==> src/rtl/counter_scheduler.sv <==
// counter_scheduler: round-robin arbiter lending one interval counter to NUM_REQ requesters.
module counter_scheduler #(
  parameter int NUM_REQ = 4,
  parameter int CNT_W   = 8
) (
  input  logic                     clk,
  input  logic                     rst,
  input  logic [NUM_REQ-1:0]       req,
  input  logic [NUM_REQ*CNT_W-1:0] len,
  output logic [NUM_REQ-1:0]       gnt,
  output logic [NUM_REQ-1:0]       done,
  output logic                     busy,
  output logic [CNT_W-1:0]         count
);
  localparam int IW = $clog2(NUM_REQ);
  typedef enum logic [1:0] {IDLE, RUN, DONE} state_t;
  state_t               r_state, w_state_n;
  logic [IW-1:0]        r_idx, w_idx_n, r_last, w_last_n, w_win, w_j;
  logic [CNT_W-1:0]     r_len, w_len_n, r_count, w_cnt_n;
  logic [NUM_REQ-1:0]   r_gnt, w_gnt_n, r_done, w_done_n;
  assign gnt   = r_gnt;
  assign done  = r_done;
  assign count = r_count;
  assign busy  = r_state != IDLE;
  // Walk from the farthest candidate to the nearest so the nearest set bit after r_last wins.
  always_comb begin
    w_win = r_last;
    w_j   = r_last;
    for (int k = NUM_REQ; k >= 1; k--) begin
      w_j = IW'((int'(r_last) + k) % NUM_REQ);
      if (req[w_j]) w_win = w_j;
    end
  end
  always_comb begin
    w_state_n = r_state;
    w_idx_n   = r_idx;
    w_len_n   = r_len;
    w_last_n  = r_last;
    w_gnt_n   = r_gnt;
    w_done_n  = '0;
    w_cnt_n   = r_count;
    case (r_state)
      IDLE: begin
        w_gnt_n = '0;
        w_cnt_n = '0;
        if (|req) begin
          w_state_n = RUN;
          w_idx_n   = w_win;
          w_len_n   = len[w_win*CNT_W +: CNT_W];
          w_gnt_n   = NUM_REQ'(1) << w_win;
        end
      end
      RUN: begin
        if (!req[r_idx]) begin
          w_state_n = IDLE;
          w_gnt_n   = '0;
          w_cnt_n   = '0;
          w_last_n  = r_idx;
        end else if (r_count == r_len) begin
          w_state_n = DONE;
          w_done_n  = r_gnt;
        end else w_cnt_n = r_count + CNT_W'(1);
      end
      default: begin
        w_state_n = IDLE;
        w_gnt_n   = '0;
        w_cnt_n   = '0;
        w_last_n  = r_idx;
      end
    endcase
  end
  always_ff @(posedge clk or posedge rst) begin
    if (rst) begin
      r_state <= IDLE;
      r_idx   <= '0;
      r_len   <= '0;
      r_last  <= IW'(NUM_REQ - 1);
      r_gnt   <= '0;
      r_done  <= '0;
      r_count <= '0;
    end else begin
      r_state <= w_state_n;
      r_idx   <= w_idx_n;
      r_len   <= w_len_n;
      r_last  <= w_last_n;
      r_gnt   <= w_gnt_n;
      r_done  <= w_done_n;
      r_count <= w_cnt_n;
    end
  end
endmodule

==> config.mk <==
export PLATFORM = sky130hd
export DESIGN_NAME = counter_scheduler
export DESIGN_NICKNAME = d
export VERILOG_FILES = /design/src/rtl/counter_scheduler.sv
export SDC_FILE = /design/constraint.sdc
export NUM_CORES = 1
export LEC_CHECK = 0
export CORE_AREA = 2 2 72 57
export DETAILED_ROUTE_END_ITERATION = 7
export DIE_AREA = 0 0 74 59
export HOLD_SLACK_MARGIN = 0.1
export PLACE_DENSITY = 0.83
export SYNTH_ARGS = -nofsm -noshare
export SYNTH_HDL_FRONTEND = slang
export SYNTH_SLANG_ARGS = --single-unit
==> constraint.sdc <==
create_clock -name clk -period 4.5 [get_ports clk]
set_clock_uncertainty 0.1 [all_clocks]
set_input_delay 1.35 -clock clk [delete_from_list [all_inputs] [get_ports clk]]
set_output_delay 1.35 -clock clk [all_outputs]
set_load 0.02 [all_outputs]
* Word-level counts from Yosys, hierarchy flattened
Cells that the tools add are included.
** Cells by class
- Add/subtract/negate cells :: 5
- $lt $le $gt $ge :: 5
- Equal/unequal tests :: 6
- Shifts and indexed selects :: 2
- Mux-type cells :: 29
- Bitwise logic cells :: 1
- Reduce and logical (&&, ||, !) cells :: 6
** Operator list (number)
- $shiftx 32x6->8 :: 1
- $mux 8 :: 3
- $mux 4 :: 5
- $mux 2 :: 8
- $lt 2x3->1 const B :: 5
- $bmux 1 s2 :: 5
- $add 8x1->8 const B :: 1
- $eq 8x8->1 :: 1
- $pmux 2 s2 :: 2
- $pmux 4 s2 :: 1
- $ne 3x3->1 const B :: 2
- $reduce_and 2->1 :: 3
- $mux 1 :: 5
- $add 2x1->2 const B :: 2
- $add 2x2->2 const B :: 2
- $ne 2x2->1 const B :: 2
- $reduce_or 4->1 :: 1
- $shl 1x2->4 const A :: 1
- $eq 2x1->1 const B :: 1
- $logic_not 2->1 :: 1
- $reduce_bool 2->1 :: 1
- $not 1->1 :: 1
** Storage, ports and cells
- Register bits after elaboration :: 30
- Bits of input ports :: 38
- Output and inout port bits :: 17
- Logic and storage cells :: 61

* Depth between registers and ports, before layout
- Depth in word-level cells :: 10
- Depth in mapped cells :: 8
- Mapped depth without buffers :: 5

* Worst setup path before layout
No wires, ideal clock.
- Path type :: input -> register
- Start point :: in req[0]
- End point :: reg r_len[0]
- Setup time :: 0.130 ns
- Data arrival time :: 2.460 ns
- Data required time :: 4.270 ns
- Path slack :: 1.810 ns
- Cell stages on the path :: 8
- Buffers on the path :: 3
- Cell sequence :: nand2b_1 -> a21o_1 -> buf_4 -> and3_1 -> buf_6 -> buf_6 -> a211oi_1 -> a211oi_1
** Between the ends
- Longest elaborated chain between the ends :: 7
- Elaborated cells on any way between the ends :: 15
- Classes of those cells :: shift: 1; mux: 12; reduce/logical: 2
** Ends and longest elaborated chain
- start, declared :: RTL line 8 : input logic [NUM_REQ-1:0] req,
- $bmux 1 s2 :: RTL line 31 : if (req[w_j]) w_win = w_j;
- $mux 1 (implied by the code) :: RTL line 31
- $mux 2 (4 in series) :: RTL line 31
- $shiftx 32x6->8 :: RTL line 49 : w_len_n = len[w_win*CNT_W +: CNT_W];
- end signal, assigned :: RTL line 84 : r_len <= w_len_n;
- end, declared :: RTL line 19 : logic [CNT_W-1:0] r_len, w_len_n, r_count, w_cnt_n;
Several ways; a longest one is shown, not always the timed one. The select of a mux whose other input is x is not followed.
A chain may end at the register's enable or synchronous reset.

* Worst setup path after layout
- Start point :: in req[0]
- End point :: reg r_len[2]
The elaborated chain is that of the path after synthesis.

==> impl_metrics.py <==
metrics = {
    "sta": {
        "final_hold_viol_count": 0,
        "rsz0062_at_grt": "no",
        "setup-violations-final": 0,
        "min_period_ps": 3440,
        "hold_ws_ps": 391,
        "tns_ps": 0,
        "worst_slew_pin_slew_ps": 1130,
        "period_share_pct": 76.4,
        "max_freq_ghz": 0.291,
        "relSlewSlack_pct": 24.3,
        "drv_slew": 0,
    },
    "final_layout": {
        "fillers": 291,
        "final_common_cell": "clkdlybuf4s50_1",
        "num-nets-final": 269,
        "finish.utilization_pct": 65.7,
        "register_area_sq_um": 753,
        "areaGrowthSynthToFinish_pct": 38.4,
        "mostFrequentLayoutCells": "clkdlybuf4s50_1 (54), dfrtp_1 (28), nor2_1 (20)",
        "multi_input_area_sq_um": 845,
        "drive_gt1_share_pct": 7.79,
        "num_antenna_cells": 0,
        "fin_area_sq_um": 2360,
    },
    "floorplan": {
        "die_w_microns": 74,
        "start_util_pct": 47.5,
        "coreArea_sq_um": 3590,
        "io-pin-count": 55,
        "num_rows": 19,
        "dieArea_sq_um": 4370,
        "chipHeight_microns": 59,
    },
    "worst_hold_path": {
        "hp-class": "reg2reg",
        "worstHoldPathCells": 2,
        "min-delay-start": "gnt[0]",
        "hold_end": "gnt[0]",
    },
    "worst_setup_path": {
        "cp.required_ps": 4580,
        "rr_endpoint": "r_len[2]",
        "critPathLaunch": "req[0]",
        "rr_startpoint": "r_last[1]",
        "critPathArrivalTime_ps": 3520,
        "endpoint_kind": "register",
        "start_kind": "input port",
        "critPathSlowestCell": "and3_1",
        "crit_path_max_fanout": 19,
        "crit_path_frequent_cell": "a211oi_1",
        "crit_path_cell_trace": "clkdlybuf4s50_1 > nand2b_1 > a21o_1 > and3_1 > a211oi_1 > a211oi_1",
        "cp_slowest_stage_delay_ps": 750,
        "worstSetupPathType": "in2reg",
        "r2r_setup_slack_ps": 2090,
        "rr_worst_depth": 5,
    },
    "logic_synthesis": {
        "synth_fp_nets": 214,
        "syn_inst": 175,
        "syn_area_per_cell_sq_um": 9.74,
        "synth-seq-area-share_pct": 44.2,
        "ys_top_cells_by_area": "dfrtp_1 (41%), a211oi_1 (7.5%), mux2i_1 (6.5%)",
        "synth_top_area_share_pct": 41.1,
        "yosysTopAreaCell": "dfrtp_1",
        "yosys_warnings": 0,
        "synth-seq-cells": 30,
        "synth_cell_types": 34,
        "synth_area_sq_um": 1700,
    },
    "pwr": {
        "total_power_w": 0.00123,
        "peakVddDrop_v": 0.000253,
        "powerDensity_nw_per_um2": 522,
        "leakage_nw": 1.01,
    },
    "run_status": {
        "outcome": "finished, final reports clean",
    },
    "clock_tree": {
        "cts_buffer_depth": 2,
        "cts_resized": 0,
        "ctsHoldBuffers": 0,
        "h-tree-depth": 2,
        "cts_num_sinks": 30,
        "cts_tree": "yes",
        "cts-root-buf": "clkbuf_8",
        "cts_setup_buffers": 0,
        "numCtsBuffers": 5,
        "clkSlewWorstSetupHoldPaths_ps": 70,
        "clk_latency_ps": 280,
    },
    "global_routing": {
        "grt_max_degree": 31,
        "grtUsageTotal_pct": 19.7,
        "grt_pass1_wl_microns": 6370,
        "grt_pass1_vias": 1354,
        "grt-ovfl-total": 0,
        "antenna_found_initial": 0,
    },
    "routing": {
        "num_vias": 1474,
        "viasPerCell": 5.21,
        "firstDrtPassIters": 4,
        "first_iter_violations": 58,
        "drc": 0,
        "routed_wl_microns": 3810,
        "antenna_left": 0,
        "wl_per_cell_microns": 13.5,
    },
    "placed_design": {
        "io_buffers": 54,
        "dpl_cell_area_sq_um": 2260,
        "finalWeightedCongestion": 0.858,
        "dpl.hpwl_microns": 2850,
    },
    "run": {
        "cap_violations": 0,
    },
}
[sequential cells by signal (all words and copies together) (netlist names)]
| register | cells |
|---|---|
| r_last | 2 |
| count | 8 |
| gnt | 4 |
| r_len | 8 |
| r_idx | 2 |
| r_state | 2 |
| done | 4 |
[routing by layer]
metal	part of all wire (%)	GRT usage (%)	wire [microns]	up-vias
li1	-	-	-	730
met1	50	28.8	1930	686
met2	43	26.4	1630	54
met3	5.6	5.78	215	4
met4	1.2	9.61	46	0
met5	0	0	0	-
[stage by stage]
step                cells  setup slack, ps
floorplan             175             1810
global placement      275              908
detailed placement    275              762
CTS                   283             1060
global route          283              893
finish                283             1060
[cell type report]
cell class	count	share of cell area, %
Inverter	12	1.91
Timing Repair Buffer	56	23.6
Clock inverter	2	0.531
Multi-Input combinational cell	125	35.8
Sequential cell	30	31.9
Tap cell	52	2.76
Clock buffer	6	3.50
[synth_stat cells (all sizes together)]
| cell | n |
|---|---|
| xor2 | 9 |
| a21oi | 4 |
| nor4 | 3 |
| xnor2 | 5 |
| inv | 12 |
| nor2b | 1 |
| and2 | 2 |
| and3 | 6 |
| mux2 | 3 |
| nand3 | 5 |
| o21a | 2 |
| buf | 6 |
| nor2 | 20 |
| nor3 | 2 |
| a22o | 1 |
| o21ai | 4 |
| mux2i | 11 |
| clkbuf | 2 |
| nand2b | 5 |
| dfstp | 2 |
| nand3b | 1 |
| ha | 1 |
| a31oi | 9 |
| nand2 | 8 |
| a2111oi | 1 |
| a21o | 2 |
| a211oi | 17 |
| dfrtp | 28 |
| o22ai | 1 |
| a21boi | 2 |
[logic make-up (layout without fill, tap and decap cells)]
group	Yosys count	count (layout)	synth area share, %
buffers and inverters	20	76	6.24
flip-flops	30	30	44.2
AO/OA/AOI/OAI	43	43	17.5
adder cells (fa/ha/maj)	1	1	0.734
AND/OR/NAND/NOR	53	53	15.6
XOR/XNOR	14	14	7.20
multiplexers	14	14	8.44
[report_power, final]
part / internal, W / switching (W) / total [W] / leakage (nW)
Sequential: 0.000363 / 0.0000819 / 0.000445 / 0.377
Clock: 0.000123 / 0.000102 / 0.000225 / 0.0472
Combinational: 0.000256 / 0.000305 / 0.000561 / 0.588
Total: 0.000742 / 0.000489 / 0.00123 / 1.01
[worst max-delay path, delay by kind of cell]
family          cells  cell delay, ps
compound gates      3             720
buf+inv             1             550
simple gates        2             880
[worst max-delay path by stage]
stage,slack (ps),end
after floorplan,1810,r_len[0]
after global placement,910,r_len[0]
after detailed placement,760,r_len[6]
after CTS,1060,r_len[6]
after global routing,890,r_len[3]
final,1060,r_len[2]
(Power assumes the default switching activity.)
